===== src/rtl/icache_line_server_pkg.sv =====
// Shared constants for the instruction-cache refill path.
// Holds the base cache/memory geometry, the line-server sizes derived from it,
// and the line-server state encoding.
// No ports: this file is a package only.
`ifndef ICACHE_LINEBEATS
`define ICACHE_LINEBEATS 16
`endif

package icache_line_server_pkg;

  // Base geometry, all expressed in bits.
  localparam int pc_size          = 32;
  localparam int icache_blocksize = 512;
  localparam int instr_size       = 32;
  localparam int memory_word      = 8;

  // Sizes derived from the base geometry.
  localparam int icache_linebeats = `ICACHE_LINEBEATS;
  localparam int line_bytes       = icache_blocksize / memory_word;  // 64
  localparam int word_bytes       = instr_size / memory_word;        // 4

  typedef enum logic [1:0] {
    LS_IDLE,
    LS_FETCH,
    LS_DRAIN,
    LS_SEND
  } line_srv_state;

endpackage


===== src/rtl/icache_line_server_if.sv =====
// Refill bus between the I-cache miss handler, the instruction memory and
// the line server.
//   flush                       : abort the line in flight
//   req_valid/req_ready/req_addr: line refill request
//   mem_en/mem_addr/mem_rdata   : byte-wide synchronous memory read port
//   rsp_valid/rsp_ready         : response beat handshake
//   rsp_data/rsp_word/rsp_last  : beat payload
// The slave modport is the line server; the master modport is the cache and
// memory side.
interface icache_line_server_if
  import icache_line_server_pkg::*;
#(
  parameter int ADDR_W = pc_size
) ();

  logic                           flush;
  logic                           req_valid;
  logic                           req_ready;
  logic [ADDR_W-1:0]              req_addr;
  logic                           mem_en;
  logic [ADDR_W-1:0]              mem_addr;
  logic [memory_word-1:0]         mem_rdata;
  logic                           rsp_valid;
  logic                           rsp_ready;
  logic [instr_size-1:0]          rsp_data;
  logic [$clog2(icache_linebeats)-1:0] rsp_word;
  logic                           rsp_last;

  modport slave (
    input  flush, req_valid, req_addr, mem_rdata, rsp_ready,
    output req_ready, mem_en, mem_addr, rsp_valid, rsp_data, rsp_word, rsp_last
  );

  modport master (
    output flush, req_valid, req_addr, mem_rdata, rsp_ready,
    input  req_ready, mem_en, mem_addr, rsp_valid, rsp_data, rsp_word, rsp_last
  );

endinterface


===== src/rtl/icache_line_server_word_assembler.sv =====
// Byte-lane register that assembles one instruction word from byte reads.
//   clk     : clock
//   clear   : synchronous clear of every lane
//   wr_en   : write one lane this cycle
//   wr_lane : lane selected by wr_en (lane k holds bits [8k+7:8k])
//   wr_byte : byte written into the selected lane
//   word    : registered assembled word (little-endian)
module icache_line_server_word_assembler
  import icache_line_server_pkg::*;
#(
  parameter int LANES     = word_bytes,
  parameter int LANE_BITS = memory_word
) (
  input  logic                         clk,
  input  logic                         clear,
  input  logic                         wr_en,
  input  logic [$clog2(LANES)-1:0]     wr_lane,
  input  logic [LANE_BITS-1:0]         wr_byte,
  output logic [LANES*LANE_BITS-1:0]   word
);

  localparam int SEL_W = $clog2(LANES);

  genvar gi;
  generate
    for (gi = 0; gi < LANES; gi++) begin : g_lane
      logic [LANE_BITS-1:0] lane_reg;

      always_ff @(posedge clk) begin
        if (clear) begin
          lane_reg <= '0;
        end else if (wr_en && (wr_lane == SEL_W'(gi))) begin
          lane_reg <= wr_byte;
        end
      end

      assign word[gi*LANE_BITS +: LANE_BITS] = lane_reg;
    end
  endgenerate

endmodule


===== src/rtl/icache_line_server.sv =====
// Memory-side responder for I-cache line refills. Reads one line byte by
// byte from a synchronous instruction memory, packs the bytes into 32-bit
// words and returns them critical-word-first, wrapping within the line.
//   clk   : clock, all state changes on the rising edge
//   rst_n : synchronous active-low reset
//   bus   : refill bus (slave side): request, memory port, response beats
module icache_line_server
  import icache_line_server_pkg::*;
#(
  parameter int ADDR_W     = pc_size,
  parameter int LINE_BYTES = line_bytes,
  parameter int WORD_BYTES = word_bytes
) (
  input  logic                 clk,
  input  logic                 rst_n,
  icache_line_server_if.slave  bus
);

  localparam int BEATS  = LINE_BYTES / WORD_BYTES;
  localparam int OFF_W  = $clog2(LINE_BYTES);
  localparam int WIDX_W = $clog2(BEATS);
  localparam int LANE_W = $clog2(WORD_BYTES);

  line_srv_state          state_reg;
  logic [ADDR_W-OFF_W-1:0] base_reg;
  logic [WIDX_W-1:0]      start_word_reg;
  logic [WIDX_W-1:0]      beat_cnt_reg;
  logic [LANE_W-1:0]      k_reg;
  logic                   mem_en_reg;
  logic [ADDR_W-1:0]      mem_addr_reg;
  logic                   rsp_valid_reg;
  logic [WIDX_W-1:0]      rsp_word_reg;
  logic                   rsp_last_reg;

  // Word being fetched; the 4-bit add wraps inside the line.
  logic [WIDX_W-1:0] word_idx;
  assign word_idx = start_word_reg + beat_cnt_reg;

  // Byte offset bits of the request address are not used.
  logic unused_addr_bits;
  assign unused_addr_bits = ^bus.req_addr[LANE_W-1:0];

  assign bus.req_ready = (state_reg == LS_IDLE) & ~bus.flush & rst_n;
  assign bus.mem_en    = mem_en_reg;
  assign bus.mem_addr  = mem_addr_reg;
  assign bus.rsp_valid = rsp_valid_reg;
  assign bus.rsp_word  = rsp_word_reg;
  assign bus.rsp_last  = rsp_last_reg;

  // Read data trails mem_en by one cycle, so FETCH byte k captures lane k-1
  // and DRAIN picks up the final lane.
  logic              asm_we;
  logic [LANE_W-1:0] asm_lane;

  always_comb begin
    asm_we   = 1'b0;
    asm_lane = '0;
    if (state_reg == LS_FETCH && k_reg != '0) begin
      asm_we   = 1'b1;
      asm_lane = k_reg - LANE_W'(1);
    end else if (state_reg == LS_DRAIN) begin
      asm_we   = 1'b1;
      asm_lane = LANE_W'(WORD_BYTES - 1);
    end
  end

  icache_line_server_word_assembler #(
    .LANES     (WORD_BYTES),
    .LANE_BITS (memory_word)
  ) u_word_assembler (
    .clk     (clk),
    .clear   (~rst_n),
    .wr_en   (asm_we),
    .wr_lane (asm_lane),
    .wr_byte (bus.mem_rdata),
    .word    (bus.rsp_data)
  );

  always_ff @(posedge clk) begin
    if (!rst_n) begin
      state_reg      <= LS_IDLE;
      base_reg       <= '0;
      start_word_reg <= '0;
      beat_cnt_reg   <= '0;
      k_reg          <= '0;
      mem_en_reg     <= 1'b0;
      mem_addr_reg   <= '0;
      rsp_valid_reg  <= 1'b0;
      rsp_word_reg   <= '0;
      rsp_last_reg   <= 1'b0;
    end else if (bus.flush) begin
      // A beat handshaking this cycle is already delivered; the rest of the
      // line is dropped. Late memory bytes land while idle and are ignored.
      state_reg     <= LS_IDLE;
      mem_en_reg    <= 1'b0;
      rsp_valid_reg <= 1'b0;
      rsp_last_reg  <= 1'b0;
    end else begin
      case (state_reg)
        LS_IDLE: begin
          if (bus.req_valid && bus.req_ready) begin
            base_reg       <= bus.req_addr[ADDR_W-1:OFF_W];
            start_word_reg <= bus.req_addr[OFF_W-1:LANE_W];
            beat_cnt_reg   <= '0;
            k_reg          <= '0;
            mem_en_reg     <= 1'b1;
            mem_addr_reg   <= {bus.req_addr[ADDR_W-1:LANE_W], LANE_W'(0)};
            state_reg      <= LS_FETCH;
          end
        end

        LS_FETCH: begin
          if (k_reg == LANE_W'(WORD_BYTES - 1)) begin
            mem_en_reg <= 1'b0;
            state_reg  <= LS_DRAIN;
          end else begin
            k_reg        <= k_reg + LANE_W'(1);
            mem_addr_reg <= {base_reg, word_idx, k_reg + LANE_W'(1)};
          end
        end

        LS_DRAIN: begin
          rsp_valid_reg <= 1'b1;
          rsp_word_reg  <= word_idx;
          rsp_last_reg  <= (beat_cnt_reg == WIDX_W'(BEATS - 1));
          state_reg     <= LS_SEND;
        end

        LS_SEND: begin
          if (bus.rsp_ready) begin
            rsp_valid_reg <= 1'b0;
            rsp_last_reg  <= 1'b0;
            if (beat_cnt_reg == WIDX_W'(BEATS - 1)) begin
              state_reg <= LS_IDLE;
            end else begin
              beat_cnt_reg <= beat_cnt_reg + WIDX_W'(1);
              k_reg        <= '0;
              mem_en_reg   <= 1'b1;
              mem_addr_reg <= {base_reg, word_idx + WIDX_W'(1), LANE_W'(0)};
              state_reg    <= LS_FETCH;
            end
          end
        end

        default: state_reg <= LS_IDLE;
      endcase
    end
  end

endmodule


===== src/flat_wrapper.sv =====
// flat-port wrapper written by rule: the top's interface ports become plain ports
module icache_line_server_flat import icache_line_server_pkg::*;
#(
  parameter int ADDR_W     = pc_size,
  parameter int LINE_BYTES = line_bytes,
  parameter int WORD_BYTES = word_bytes
)
  (clk, rst_n, bus_flush, bus_req_valid, bus_req_addr, bus_mem_rdata, bus_rsp_ready, bus_req_ready, bus_mem_en, bus_mem_addr, bus_rsp_valid, bus_rsp_data, bus_rsp_word, bus_rsp_last);
  icache_line_server_if #(.ADDR_W(ADDR_W)) bus_i ();
  input  logic clk;
  input  logic rst_n;
  input wire logic [$bits(bus_i.flush)-1:0] bus_flush;
  input wire logic [$bits(bus_i.req_valid)-1:0] bus_req_valid;
  input wire logic [$bits(bus_i.req_addr)-1:0] bus_req_addr;
  input wire logic [$bits(bus_i.mem_rdata)-1:0] bus_mem_rdata;
  input wire logic [$bits(bus_i.rsp_ready)-1:0] bus_rsp_ready;
  output wire logic [$bits(bus_i.req_ready)-1:0] bus_req_ready;
  output wire logic [$bits(bus_i.mem_en)-1:0] bus_mem_en;
  output wire logic [$bits(bus_i.mem_addr)-1:0] bus_mem_addr;
  output wire logic [$bits(bus_i.rsp_valid)-1:0] bus_rsp_valid;
  output wire logic [$bits(bus_i.rsp_data)-1:0] bus_rsp_data;
  output wire logic [$bits(bus_i.rsp_word)-1:0] bus_rsp_word;
  output wire logic [$bits(bus_i.rsp_last)-1:0] bus_rsp_last;
  assign bus_i.flush = bus_flush;
  assign bus_i.req_valid = bus_req_valid;
  assign bus_i.req_addr = bus_req_addr;
  assign bus_i.mem_rdata = bus_mem_rdata;
  assign bus_i.rsp_ready = bus_rsp_ready;
  assign bus_req_ready = bus_i.req_ready;
  assign bus_mem_en = bus_i.mem_en;
  assign bus_mem_addr = bus_i.mem_addr;
  assign bus_rsp_valid = bus_i.rsp_valid;
  assign bus_rsp_data = bus_i.rsp_data;
  assign bus_rsp_word = bus_i.rsp_word;
  assign bus_rsp_last = bus_i.rsp_last;
  icache_line_server #(.ADDR_W(ADDR_W), .LINE_BYTES(LINE_BYTES), .WORD_BYTES(WORD_BYTES)) u_core (.clk(clk), .rst_n(rst_n), .bus(bus_i));
endmodule

===== config.mk =====
export PLATFORM = sky130hd
export DESIGN_NAME = icache_line_server_flat
export DESIGN_NICKNAME = d
export VERILOG_FILES = /design/src/rtl/icache_line_server_pkg.sv /design/src/rtl/icache_line_server_if.sv /design/src/rtl/icache_line_server_word_assembler.sv /design/src/rtl/icache_line_server.sv /design/src/flat_wrapper.sv
export SDC_FILE = /design/constraint.sdc
export NUM_CORES = 1
export LEC_CHECK = 0
export ABC_AREA = 1
export CAP_MARGIN = 20
export CORE_MARGIN = 4
export CORE_UTILIZATION = 42
export DETAILED_ROUTE_END_ITERATION = 8
export PLACE_DENSITY = 0.73
export SLEW_MARGIN = 25
export SYNTH_ARGS = -nofsm -noshare
export SYNTH_HDL_FRONTEND = slang
export SYNTH_SLANG_ARGS = --single-unit

===== constraint.sdc =====
create_clock -name clk -period 1.8 [get_ports clk]
set_input_delay 0.36 -clock clk [delete_from_list [all_inputs] [get_ports clk]]
set_output_delay 0.36 -clock clk [all_outputs]
set_load 0.1 [all_outputs]

==> out/qor.txt, run 1 <==
Status - finished with violations
Failing checks - negative setup slack
ANT cells - 0
Per-cell routed wire length - 14.1 um
Clock buffer depth - 2
GRT Residual Overflow - 0
Clk_lat worst skew - 0.37 ns
Post-synth top flop - dfxtp_1
Hold-fix buffers, CTS - 0
Final worst slack - -0.0383 ns
Clk root buf - clkbuf_8
CP Class - register to register
Met3 demand-to-capacity share in global routing - 3.48%
Hold Fails Final Rpt - 0
Slew margin rel. - 69.1%
Post-synth top area cell - dfxtp_1
Initial DRC Count - 246
P&R area growth vs syn - 54.2%
# rows - 38
Vias in the first global route - 4552
Share of layout cells above drive strength 1 - 20.5%
Htree depth - 3
Critical path destination - u_core.bus.mem_addr[4]
Crit path launch type - register
Reg-to-reg setup timing slack - -0.04 ns
Largest net degree at the start of global routing - 52
Final Total Pwr - 5.32 mW
Count leader, synth - nand2_1
Pre-antenna DRT Iters - 5
Worst slew pin tran - 0.463 ns
Dpl hpwl - 9780 um
Yosys warnings - 0
Die area - 12800 um^2
GR met1 Demand/Resource - 23.9%
Yosys top cell area share - 47.1%
ANT nets after route - 0
Mux cell area share after synthesis - 0%
Synth Cell Area - 4640 um^2
Vias per cell - 5.04
Lkg Pwr - 2.87 nW
CP required - 2.06 ns
Fmax - 0.544 GHz
EDFF count, synth - 0
Met2 Track Usage GR - 35.8%
Top cells by area, synth - dfxtp_1, nand2_1, a21oi_1, o21ai_0, nor2_1
IR Drop Worst-Case VDD - 0.470 mV
Final WL - 12900 um
Asr flop ratio synth - 0%
Nets - 829
Slew Viols, Final - 0
Worst hold path class - register to register
Die X - 113 um
PwrDens - 743 nW/um^2
Drc violations - 0
Vias - 4618
First-pass GRT wire length - 21200 um
Distinct cells, synth - 26
Sink Count - 109
Max-cap check violation count - 0
Initial antenna violation count - 0
Crit path time final - 1.84 ns
Clk pin slew, worst setup/hold paths - 0.10 ns
Unrepaired setup endpoints after global routing - yes
Post-Synth XOR/XNOR Area - 0.378%
Clk_skew - 0.0152 ns
Busiest grt layer - met2
Commonest cells in the synthesized netlist - nand2_1, dfxtp_1, a21oi_1
Setup violations, final - 3
Port Buf Inserts - 114
Worst EP arrival - 2.09 ns
R2r startpoint - u_core.beat_cnt_reg[0]
Die height - 113 um
Mapped Nets - 697
TritonCTS clock tree - done
Final Hold Slack - 0.452 ns
Crit. Startpoint - u_core.beat_cnt_reg[0]
Crit path max fanout - 2
Pre-CTS setup slack - -0.176 ns
Gp weighted congestion - 0.913
Largest family of logic cells by synthesized area - simple AND/OR/NAND/NOR gates
Placeable Area - 10800 um^2
FF-to-FF End - u_core.bus.mem_addr[4]
Filler instances - 884
I/O pin cnt - 117
Setup TNS - -0.0663 ns
Sequential area share after synthesis - 47.1%
Tcrit/Tclk final - 102%
Syn Area/Cell - 7.26 um^2
Synth Area in Compound Gates - 17.7%
TritonCTS Buffers - 9
Synth Instances - 639
Starting Density - 42.8%
GRT Overall Usage - 20.1%
Synth Area in Adders - 3.67%
Post-synthesis simple-gate area fraction - 23.7%
R2R cell count - 10
Setup crit end kind - register
Synth Register Bits - 109
where the power goes:
part	leakage (nW)	total [mW]	internal, mW	switching, mW
sequential	0.886	2.57	2.50	0.0711
combinational	1.88	1.17	0.452	0.717
clock	0.108	1.58	0.735	0.843
worst min-delay path by stage:
stage	from	endpoint	slack, ns	cells after the start
floorplan	u_core.base_reg[10]	u_core.base_reg[10]	0.42	2
detailed placement	u_core.base_reg[20]	u_core.base_reg[20]	0.44	2
CTS	u_core.base_reg[20]	u_core.base_reg[20]	0.45	2
global placement	u_core.base_reg[13]	u_core.base_reg[13]	0.43	2
global route	u_core.base_reg[17]	u_core.base_reg[17]	0.48	2
finish	u_core.base_reg[19]	u_core.base_reg[19]	0.45	2
timing repair:
item | CTS | global route
setup endpoints to repair | 6 | 45
pin swaps | 4 | 5
gates resized for setup | 12 | 18
setup buffers | 1 | 1
worst max-delay path: stages (launching register included):
cell     delay, ns
dfxtp_2       0.36
ha_4          0.15
inv_2         0.03
fa_1          0.50
inv_1         0.07
ha_4          0.16
buf_4         0.12
nand3_1       0.09
nand3_2       0.11
nand2_2       0.09
a21oi_2       0.06
metrics by stage:
| step | util [%] | cells | instance area, um^2 |
|---|---|---|---|
| 6_report | 66.0 | 916 | 7150 |
| 5_1_grt | 66.0 | 916 | 7150 |
| 4_1_cts | 65.4 | 915 | 7090 |
| 3_5_place_dp | 63.0 | 898 | 6830 |
| 3_3_place_gp | 63.0 | 898 | 6830 |
| 2_1_floorplan | - | 639 | 4640 |
logic make-up after synthesis:
group                    Yosys count
adder cells (fa/ha/maj)           13
flip-flops                       109
AND/OR/NAND/NOR                  273
buffers and inverters             84
XOR/XNOR                           2
AO/OA/AOI/OAI                    158
layer usage:
| layer | wire [um] | vias to the layer above |
|---|---|---|
| met3 | 686 | 30 |
| li1 | - | 2320 |
| met4 | 357 | 0 |
| met5 | 0 | - |
| met2 | 6570 | 143 |
| met1 | 5310 | 2125 |
final cells by class:
class	count	area [um^2]	area share [%]
multi-input combinational	446	2180	30.5
clock buffer	11	151	2.12
sequential	109	2190	30.7
timing repair buffer	153	2190	30.6
clock inverter	5	66.3	0.927
inverter	52	201	2.82
tap	140	175	2.45
layout by cell type, fill, tap and decap left out, types with 2 or more instances in the layout:
cell	netlist	final
o211ai_1	4	4
nor2_2	1	3
buf_4	0	36
o21ai_0	70	69
a21oi_1	80	78
ha_1	12	9
dfxtp_1	109	105
inv_2	2	5
dfxtp_4	0	2
nand2_1	169	167
inv_1	47	42
nand3_2	0	2
xor2_1	2	2
clkinv_1	2	2
nand3_1	32	30
inv_4	0	2
a21oi_2	2	4
clkdlybuf4s50_1	0	41
nor2_1	65	63
ha_4	0	3
nand2_2	2	4
clkbuf_8	0	11
buf_12	0	74
dfxtp_2	0	2
clkinv_4	0	2
Power figures use the tool's default switching activity.
==> run 2, diff against run 1 <==
--- a/config.mk
+++ b/config.mk
@@ -11,7 +11,6 @@
 export CORE_UTILIZATION = 42
 export DETAILED_ROUTE_END_ITERATION = 8
 export PLACE_DENSITY = 0.73
-export SLEW_MARGIN = 25
 export SYNTH_ARGS = -nofsm -noshare
 export SYNTH_HDL_FRONTEND = slang
 export SYNTH_SLANG_ARGS = --single-unit
==> results of run 2 <==
Final layout, timing and power as in run 1 (identical DEF).
